**src/rtl/lc_1252_pkg.sv**
```systemverilog
// Shared types and helpers for the streaming odd-cell matrix engine.
package lc_1252_pkg;

  typedef enum logic [2:0] {
    IDLE,
    LOAD,
    SCAN,
    CALC,
    OUT
  } state_t;

  localparam logic MODE_ODD  = 1'b0;
  localparam logic MODE_EVEN = 1'b1;

  // Width needed to hold any dimension value from 0 up to max(max_m, max_n).
  function automatic int unsigned dim_w(input int unsigned max_m, input int unsigned max_n);
    int unsigned mx;
    mx = (max_m > max_n) ? max_m : max_n;
    return $clog2(mx + 1);
  endfunction

endpackage

```
**src/rtl/lc_1252_odd_matrix_par_if.sv**
```systemverilog
// Job/index stream in, count/err result out.
interface lc_1252_odd_matrix_par_if #(
  parameter int unsigned DIM_W = 6,
  parameter int unsigned CNT_W = 12
) ();

  logic [DIM_W-1:0]        m;
  logic [DIM_W-1:0]        n;
  logic                    mode;
  logic [1:0][DIM_W-1:0]   ind_tdata;
  logic                    ind_tvalid;
  logic                    ind_tlast;
  logic                    ind_tready;
  logic [CNT_W-1:0]        cell_cnt;
  logic                    err;
  logic                    out_tvalid;
  logic                    out_tready;

  modport master (
    output m, n, mode, ind_tdata, ind_tvalid, ind_tlast, out_tready,
    input  ind_tready, cell_cnt, err, out_tvalid
  );

  modport slave (
    input  m, n, mode, ind_tdata, ind_tvalid, ind_tlast, out_tready,
    output ind_tready, cell_cnt, err, out_tvalid
  );

endinterface

```
**src/rtl/lc_1252_odd_matrix_par_parity_scan.sv**
```systemverilog
// Row/column parity vectors plus the sequential scan that counts odd entries.
module parity_scan #(
  parameter int unsigned MAX_M = 50,
  parameter int unsigned MAX_N = 50,
  parameter int unsigned DIM_W = 6
) (
  input  logic             clk,
  input  logic             rst,
  input  logic             tog_en,
  input  logic [DIM_W-1:0] tog_row,
  input  logic [DIM_W-1:0] tog_col,
  input  logic             clr,
  input  logic             scan_en,
  input  logic [DIM_W-1:0] m,
  input  logic [DIM_W-1:0] n,
  output logic [DIM_W-1:0] r_cnt,
  output logic [DIM_W-1:0] c_cnt,
  output logic             done_c
);

  logic [MAX_M-1:0] row_par;
  logic [MAX_N-1:0] col_par;
  logic [DIM_W-1:0] k;
  logic [DIM_W-1:0] len;
  logic             row_bit;
  logic             col_bit;

  // Scan length and the parity bits visible at the current index; indices past
  // the vector size only occur on jobs already flagged as erroneous.
  always_comb begin
    len     = (m > n) ? m : n;
    done_c  = scan_en && ((len == '0) || (k == len - DIM_W'(1)));
    row_bit = ((k < m) && (k < DIM_W'(MAX_M))) ? row_par[k] : 1'b0;
    col_bit = ((k < n) && (k < DIM_W'(MAX_N))) ? col_par[k] : 1'b0;
  end

  // Scan index runs only while scanning.
  always_ff @(posedge clk) begin
    if (rst || !scan_en) begin
      k <= '0;
    end else begin
      k <= k + DIM_W'(1);
    end
  end

  // Parity toggles during loading, odd-count accumulation during scanning.
  always_ff @(posedge clk) begin
    if (rst || clr) begin
      row_par <= '0;
      col_par <= '0;
      r_cnt   <= '0;
      c_cnt   <= '0;
    end else begin
      if (tog_en) begin
        row_par[tog_row] <= ~row_par[tog_row];
        col_par[tog_col] <= ~col_par[tog_col];
      end
      if (scan_en) begin
        r_cnt <= r_cnt + DIM_W'(row_bit);
        c_cnt <= c_cnt + DIM_W'(col_bit);
      end
    end
  end

endmodule

```
**src/rtl/lc_1252_odd_matrix_par.sv**
```systemverilog
// Streaming odd/even-cell counter: job control, error tracking and closed-form count.
module lc_1252_odd_matrix_par
  import lc_1252_pkg::*;
#(
  parameter int unsigned MAX_M = 50,
  parameter int unsigned MAX_N = 50,
  parameter int unsigned DIM_W = dim_w(MAX_M, MAX_N),
  parameter int unsigned CNT_W = $clog2(MAX_M * MAX_N + 1)
) (
  input  logic                       clk,
  input  logic                       rst,
  lc_1252_odd_matrix_par_if.slave    bus
);

  state_t           state;
  logic [DIM_W-1:0] m_q;
  logic [DIM_W-1:0] n_q;
  logic             mode_q;
  logic             err_reg;
  logic             ind_tready_q;
  logic             out_tvalid_q;
  logic [CNT_W-1:0] cell_cnt_q;
  logic             err_q;

  logic             accept;
  logic [DIM_W-1:0] eff_m;
  logic [DIM_W-1:0] eff_n;
  logic [DIM_W-1:0] row;
  logic [DIM_W-1:0] col;
  logic             dim_bad;
  logic             idx_bad;
  logic             tog_en;
  logic             scan_en;
  logic             clr;
  logic [DIM_W-1:0] r_cnt;
  logic [DIM_W-1:0] c_cnt;
  logic             scan_done;
  logic [DIM_W-1:0] n_minus_c;
  logic [DIM_W-1:0] m_minus_r;
  logic [CNT_W-1:0] odd_cnt;
  logic [CNT_W-1:0] even_cnt;

  assign bus.ind_tready = ind_tready_q;
  assign bus.out_tvalid = out_tvalid_q;
  assign bus.cell_cnt   = cell_cnt_q;
  assign bus.err        = err_q;

  // Beat qualification; the first beat of a job checks against the m/n being latched.
  always_comb begin
    accept    = bus.ind_tvalid && ind_tready_q;
    eff_m     = (state == IDLE) ? bus.m : m_q;
    eff_n     = (state == IDLE) ? bus.n : n_q;
    row       = bus.ind_tdata[0];
    col       = bus.ind_tdata[1];
    dim_bad   = (eff_m == '0) || (eff_n == '0) ||
                (eff_m > DIM_W'(MAX_M)) || (eff_n > DIM_W'(MAX_N));
    idx_bad   = (row >= eff_m) || (col >= eff_n);
    tog_en    = accept && !dim_bad && !idx_bad;
    scan_en   = (state == SCAN);
    clr       = (state == OUT) && bus.out_tready;
    n_minus_c = n_q - c_cnt;
    m_minus_r = m_q - r_cnt;
    odd_cnt   = CNT_W'(r_cnt) * CNT_W'(n_minus_c) + CNT_W'(m_minus_r) * CNT_W'(c_cnt);
    even_cnt  = CNT_W'(m_q) * CNT_W'(n_q) - odd_cnt;
  end

  parity_scan #(
    .MAX_M (MAX_M),
    .MAX_N (MAX_N),
    .DIM_W (DIM_W)
  ) u_scan (
    .clk     (clk),
    .rst     (rst),
    .tog_en  (tog_en),
    .tog_row (row),
    .tog_col (col),
    .clr     (clr),
    .scan_en (scan_en),
    .m       (m_q),
    .n       (n_q),
    .r_cnt   (r_cnt),
    .c_cnt   (c_cnt),
    .done_c  (scan_done)
  );

  // Job sequencing with registered handshake outputs.
  always_ff @(posedge clk) begin
    if (rst) begin
      state        <= IDLE;
      m_q          <= '0;
      n_q          <= '0;
      mode_q       <= MODE_ODD;
      err_reg      <= 1'b0;
      ind_tready_q <= 1'b0;
      out_tvalid_q <= 1'b0;
      cell_cnt_q   <= '0;
      err_q        <= 1'b0;
    end else begin
      case (state)
        IDLE: begin
          ind_tready_q <= 1'b1;
          if (accept) begin
            m_q    <= bus.m;
            n_q    <= bus.n;
            mode_q <= bus.mode;
            if (dim_bad || idx_bad) err_reg <= 1'b1;
            if (bus.ind_tlast) begin
              state        <= SCAN;
              ind_tready_q <= 1'b0;
            end else begin
              state <= LOAD;
            end
          end
        end
        LOAD: begin
          if (accept) begin
            if (dim_bad || idx_bad) err_reg <= 1'b1;
            if (bus.ind_tlast) begin
              state        <= SCAN;
              ind_tready_q <= 1'b0;
            end
          end
        end
        SCAN: begin
          if (scan_done) state <= CALC;
        end
        CALC: begin
          cell_cnt_q   <= err_reg ? '0 : ((mode_q == MODE_EVEN) ? even_cnt : odd_cnt);
          err_q        <= err_reg;
          out_tvalid_q <= 1'b1;
          state        <= OUT;
        end
        OUT: begin
          if (bus.out_tready) begin
            out_tvalid_q <= 1'b0;
            err_reg      <= 1'b0;
            ind_tready_q <= 1'b1;
            state        <= IDLE;
          end
        end
        default: state <= IDLE;
      endcase
    end
  end

endmodule

```
**src/flat_wrapper.sv**
```systemverilog
// flat-port wrapper written by rule: the top's interface ports become plain ports
module lc_1252_odd_matrix_par_flat import lc_1252_pkg::*;
#(
  parameter int unsigned MAX_M = 50,
  parameter int unsigned MAX_N = 50,
  parameter int unsigned DIM_W = dim_w(MAX_M, MAX_N),
  parameter int unsigned CNT_W = $clog2(MAX_M * MAX_N + 1)
)
  (clk, rst, bus_m, bus_n, bus_mode, bus_ind_tdata, bus_ind_tvalid, bus_ind_tlast, bus_out_tready, bus_ind_tready, bus_cell_cnt, bus_err, bus_out_tvalid);
  lc_1252_odd_matrix_par_if #(.DIM_W(DIM_W), .CNT_W(CNT_W)) bus_i ();
  input  logic clk;
  input  logic rst;
  input wire logic [$bits(bus_i.m)-1:0] bus_m;
  input wire logic [$bits(bus_i.n)-1:0] bus_n;
  input wire logic [$bits(bus_i.mode)-1:0] bus_mode;
  input wire logic [$bits(bus_i.ind_tdata)-1:0] bus_ind_tdata;
  input wire logic [$bits(bus_i.ind_tvalid)-1:0] bus_ind_tvalid;
  input wire logic [$bits(bus_i.ind_tlast)-1:0] bus_ind_tlast;
  input wire logic [$bits(bus_i.out_tready)-1:0] bus_out_tready;
  output wire logic [$bits(bus_i.ind_tready)-1:0] bus_ind_tready;
  output wire logic [$bits(bus_i.cell_cnt)-1:0] bus_cell_cnt;
  output wire logic [$bits(bus_i.err)-1:0] bus_err;
  output wire logic [$bits(bus_i.out_tvalid)-1:0] bus_out_tvalid;
  assign bus_i.m = bus_m;
  assign bus_i.n = bus_n;
  assign bus_i.mode = bus_mode;
  assign bus_i.ind_tdata = bus_ind_tdata;
  assign bus_i.ind_tvalid = bus_ind_tvalid;
  assign bus_i.ind_tlast = bus_ind_tlast;
  assign bus_i.out_tready = bus_out_tready;
  assign bus_ind_tready = bus_i.ind_tready;
  assign bus_cell_cnt = bus_i.cell_cnt;
  assign bus_err = bus_i.err;
  assign bus_out_tvalid = bus_i.out_tvalid;
  lc_1252_odd_matrix_par #(.MAX_M(MAX_M), .MAX_N(MAX_N), .DIM_W(DIM_W), .CNT_W(CNT_W)) u_core (.clk(clk), .rst(rst), .bus(bus_i));
endmodule
```
**config.mk**
```make
export PLATFORM = sky130hd
export DESIGN_NAME = lc_1252_odd_matrix_par_flat
export DESIGN_NICKNAME = d
export VERILOG_FILES = /design/src/rtl/lc_1252_pkg.sv /design/src/rtl/lc_1252_odd_matrix_par_if.sv /design/src/rtl/lc_1252_odd_matrix_par_parity_scan.sv /design/src/rtl/lc_1252_odd_matrix_par.sv /design/src/flat_wrapper.sv
export SDC_FILE = /design/constraint.sdc
export NUM_CORES = 1
export LEC_CHECK = 0
export BUFFER_PORTS_ARGS = -buffer_cell sky130_fd_sc_hd__buf_2
export CORE_MARGIN = 2
export CORE_UTILIZATION = 64
export CTS_CLUSTER_SIZE = 8
export DETAILED_ROUTE_END_ITERATION = 7
export PLACE_DENSITY = 0.82
export REMOVE_ABC_BUFFERS = 1
export SLEW_MARGIN = 10
export SYNTH_ARGS = -nofsm -noshare
export SYNTH_HDL_FRONTEND = slang
export SYNTH_SLANG_ARGS = --single-unit
```
**constraint.sdc**
```tcl
create_clock -name clk -period 10.5 [get_ports clk]
set_input_delay 0.525 -clock clk [delete_from_list [all_inputs] [get_ports clk]]
set_output_delay 0.525 -clock clk [all_outputs]
set_load 0.05 [all_outputs]
```
==> impl_metrics.json <==
{
  "result_of_the_run": "finished, final reports clean",
  "portion_of_the_post_synthesis_area_used_by_sequential_elements_pct": 22.3,
  "viasPerCell": 6.42,
  "routedWlPerCell_um": 19.5,
  "crit_path_max_fanout": 8,
  "antenna_found_initial": 0,
  "drt_wl_total_um": 34900,
  "buffers_inverters_on_critical_path": 7,
  "layout.area.seq_um2": 3000,
  "initialDrtViolationCount": 1150,
  "dp_hpwl_um": 24500,
  "gp_routability_congestion": 0.892,
  "most_used_cells_in_the_layout_excluding_fill_and_tap_cells": "sky130_fd_sc_hd__nand2_1 (170), sky130_fd_sc_hd__dfxtp_1 (149), sky130_fd_sc_hd__inv_1 (143)",
  "via_count": 11500,
  "final_common_cell": "sky130_fd_sc_hd__nand2_1",
  "number_of_global_route_vias_before_repair": 11400,
  "post_route_skew_ns": 0.0186,
  "total_power_w": 0.00152,
  "cpPeakStageDelay_ns": 0.56,
  "power_density_cells_nw_per_um2": 106,
  "maxCapViolCount": 0,
  "grt_pass1_wl_um": 56200,
  "synth_area_per_cell_um2": 8.83,
  "htree_num_levels": 4,
  "fin_crit_ns": 9.48,
  "synth_flop_cell": "sky130_fd_sc_hd__dfxtp_1",
  "clock.fmax_ghz": 0.105,
  "worst_slew_margin_rel_pct": 19.3,
  "drive_above_1_share_pct": 11.1,
  "synthesis_warning_total": 0,
  "design.core.area_um2": 20900,
  "cts_setup_buffers": 0,
  "fill_cells": 1648,
  "initial_core_util_pct": 64.6,
  "std_cell_rows": 53,
  "dieWidth_um": 149,
  "irDropWorstVdd_mv": 0.110,
  "worst-endpoint-required_ns": 10.84,
  "multi_input_comb_area_um2": 9560,
  "dieArea_um2": 22300,
  "type_of_the_tightest_min_delay_check": "input port to flop",
  "grt_setup_unrepaired": "no",
  "end_kind": "flop",
  "finalCritPeriodShare_pct": 90.3,
  "worst-setup-path-type": "flop to flop",
  "globalRouteOverflowTotal": 0,
  "clock_sink_count": 150,
  "worst_setup_hold_path_clk_slew_ns": 0.07,
  "grt_util_all_layers_pct": 31.6,
  "postSynthRegisterBits": 150,
  "synth-edff-count": 0,
  "synth_async_sr_flop_share_pct": 0,
  "static-leakage-power_nw": 6.05,
  "clock_latency_on_the_worst_skew_pair_ns": 0.44,
  "cts.root.buffer_cell": "sky130_fd_sc_hd__clkbuf_16",
  "max_slew.worst_pin.slew_ns": 1.21,
  "area_growth_pct": 6.32,
  "ctsLongestPathBuffers": 2,
  "setup_viol": 0,
  "critical-path-top-cell-by-count": "sky130_fd_sc_hd__fa_1",
  "cts-buffers-inserted": 17,
  "slew_viol_final": 0,
  "fin_nets": 1721,
  "tritoncts": "built",
  "cts_hold_buf": 0,
  "hold_viol_final": 0,
  "grt_max_degree": 101,
  "crit_path_start_kind": "flop",
  "io_pins": 45,
  "chipHeight_um": 149,
  "timing.critical_path.arrival_ns": 9.82,
  "drcViolationCount": 0,
  "critical-path-top-delay-family": "adder cells",
  "io_buffer_count": 44,
  "cts_repair_resize_count": 0,
  "critical-path-slowest-cell": "sky130_fd_sc_hd__fa_1",
  "gate_count_after_technology_mapping": 1528,
  "detailedRoute.firstPassIterationCount": 8,
  "tns_ns": 0,
  "netlist_area_um2": 13500,
  "route.antenna.remaining_nets": 0,
  "antennaDiodeCount": 0,
  "synth_cell_types": 69
}
where the power goes:
| part | total (W) | internal (W) | switching, W |
|---|---|---|---|
| combinational | 0.000306 | 0.000108 | 0.000198 |
| clock | 0.000625 | 0.000326 | 0.000299 |
| sequential | 0.000589 | 0.000574 | 0.0000149 |
Yosys cell counts (9+ instances only):
library cell | count | area share (%)
sky130_fd_sc_hd__o21ai_1 | 17 | 0.63
sky130_fd_sc_hd__xor2_1 | 18 | 1.2
sky130_fd_sc_hd__clkbuf_1 | 83 | 2.3
sky130_fd_sc_hd__o211ai_1 | 19 | 1.1
sky130_fd_sc_hd__nand3_1 | 28 | 1.0
sky130_fd_sc_hd__nor4_2 | 19 | 1.8
sky130_fd_sc_hd__mux2i_1 | 88 | 6.5
sky130_fd_sc_hd__a21o_1 | 21 | 1.2
sky130_fd_sc_hd__a21oi_1 | 56 | 2.1
sky130_fd_sc_hd__fa_1 | 74 | 11
sky130_fd_sc_hd__inv_1 | 143 | 4.0
sky130_fd_sc_hd__nor3b_1 | 9 | 0.50
sky130_fd_sc_hd__o21ai_0 | 45 | 1.7
sky130_fd_sc_hd__nor2_1 | 93 | 2.6
sky130_fd_sc_hd__mux2_2 | 12 | 1.0
sky130_fd_sc_hd__ha_1 | 119 | 11
sky130_fd_sc_hd__nor2b_1 | 10 | 0.46
sky130_fd_sc_hd__nand4_1 | 38 | 1.8
sky130_fd_sc_hd__buf_1 | 11 | 0.31
sky130_fd_sc_hd__nor3_1 | 26 | 0.96
sky130_fd_sc_hd__xnor2_1 | 35 | 2.3
sky130_fd_sc_hd__dfxtp_1 | 150 | 22
sky130_fd_sc_hd__nand2b_1 | 17 | 0.79
sky130_fd_sc_hd__mux4_2 | 35 | 5.8
sky130_fd_sc_hd__nand2_1 | 170 | 4.7
sky130_fd_sc_hd__nand3b_1 | 9 | 0.50
sky130_fd_sc_hd__o311ai_0 | 25 | 1.6
sky130_fd_sc_hd__and2_1 | 33 | 1.5
per-stage QoR:
stage | std cells | util (%) | hold slack (ns) | area [um2] | setup slack (ns)
after global placement | 1754 | 65.8 | 0.442 | 13800 | 1.30
final | 1786 | 68.7 | 0.330 | 14300 | 1.02
after CTS | 1786 | 68.7 | 0.325 | 14300 | 1.03
after global routing | 1786 | 68.7 | 0.353 | 14300 | 0.467
after detailed placement | 1754 | 65.8 | 0.458 | 13800 | 1.06
after floorplan | 1424 | - | 0.442 | 13100 | 1.72
metal layers:
| layer | vias up | wire length (um) | GRT usage [%] |
|---|---|---|---|
| li1 | 5336 | - | - |
| met1 | 5519 | 14200 | 39.2 |
| met2 | 489 | 17100 | 55.2 |
| met3 | 115 | 2150 | 3.73 |
| met4 | 0 | 1370 | 14.6 |
| met5 | - | 0 | 0 |
cell families after synthesis:
| kind of cell | Yosys count | share of synthesized area, % |
|---|---|---|
| AOI/OAI and AO/OA | 267 | 13.6 |
| and+or+nand+nor | 481 | 18.3 |
| DFF | 150 | 22.3 |
| muxes | 135 | 13.4 |
| xor gates and xnor gates | 53 | 3.44 |
| adders and majority gates | 193 | 22.0 |
| buffers and inverters | 249 | 7.07 |
layout make-up:
class	instances	area share (%)
clock buffers	18	3.06
clock inverters	14	1.09
inverters	145	3.79
multi-input cells	1129	66.6
flip-flops and latches	150	20.9
well taps	275	2.40
repair buffers	55	2.11
worst paths after layout:
kind,start,to,slack [ns],depth (start not counted)
min,bus_mode,u_core.mode_q$_SDFFE_PP0P_,0.33,3
max reg2reg,u_core.u_scan.c_cnt[1]$_SDFFE_PP0N_,u_core.bus.cell_cnt[11]$_SDFFE_PP0P_,1.02,34
max,u_core.u_scan.c_cnt[1]$_SDFFE_PP0N_,u_core.bus.cell_cnt[11]$_SDFFE_PP0P_,1.02,34
min reg2reg,u_core.bus.cell_cnt[5]$_SDFFE_PP0P_,u_core.bus.cell_cnt[5]$_SDFFE_PP0P_,0.46,2
worst register-to-register path: cells and delay by family, from the launching register on:
family / cells / cell delay, ns
AOI/OAI and AO/OA: 7 / 1.17
xor gates and xnor gates: 3 / 0.79
adders and majority gates: 12 / 5.66
buffers and inverters: 7 / 0.45
DFF: 1 / 0.46
and+or+nand+nor: 5 / 0.84
Power figures use the tool's default switching activity.
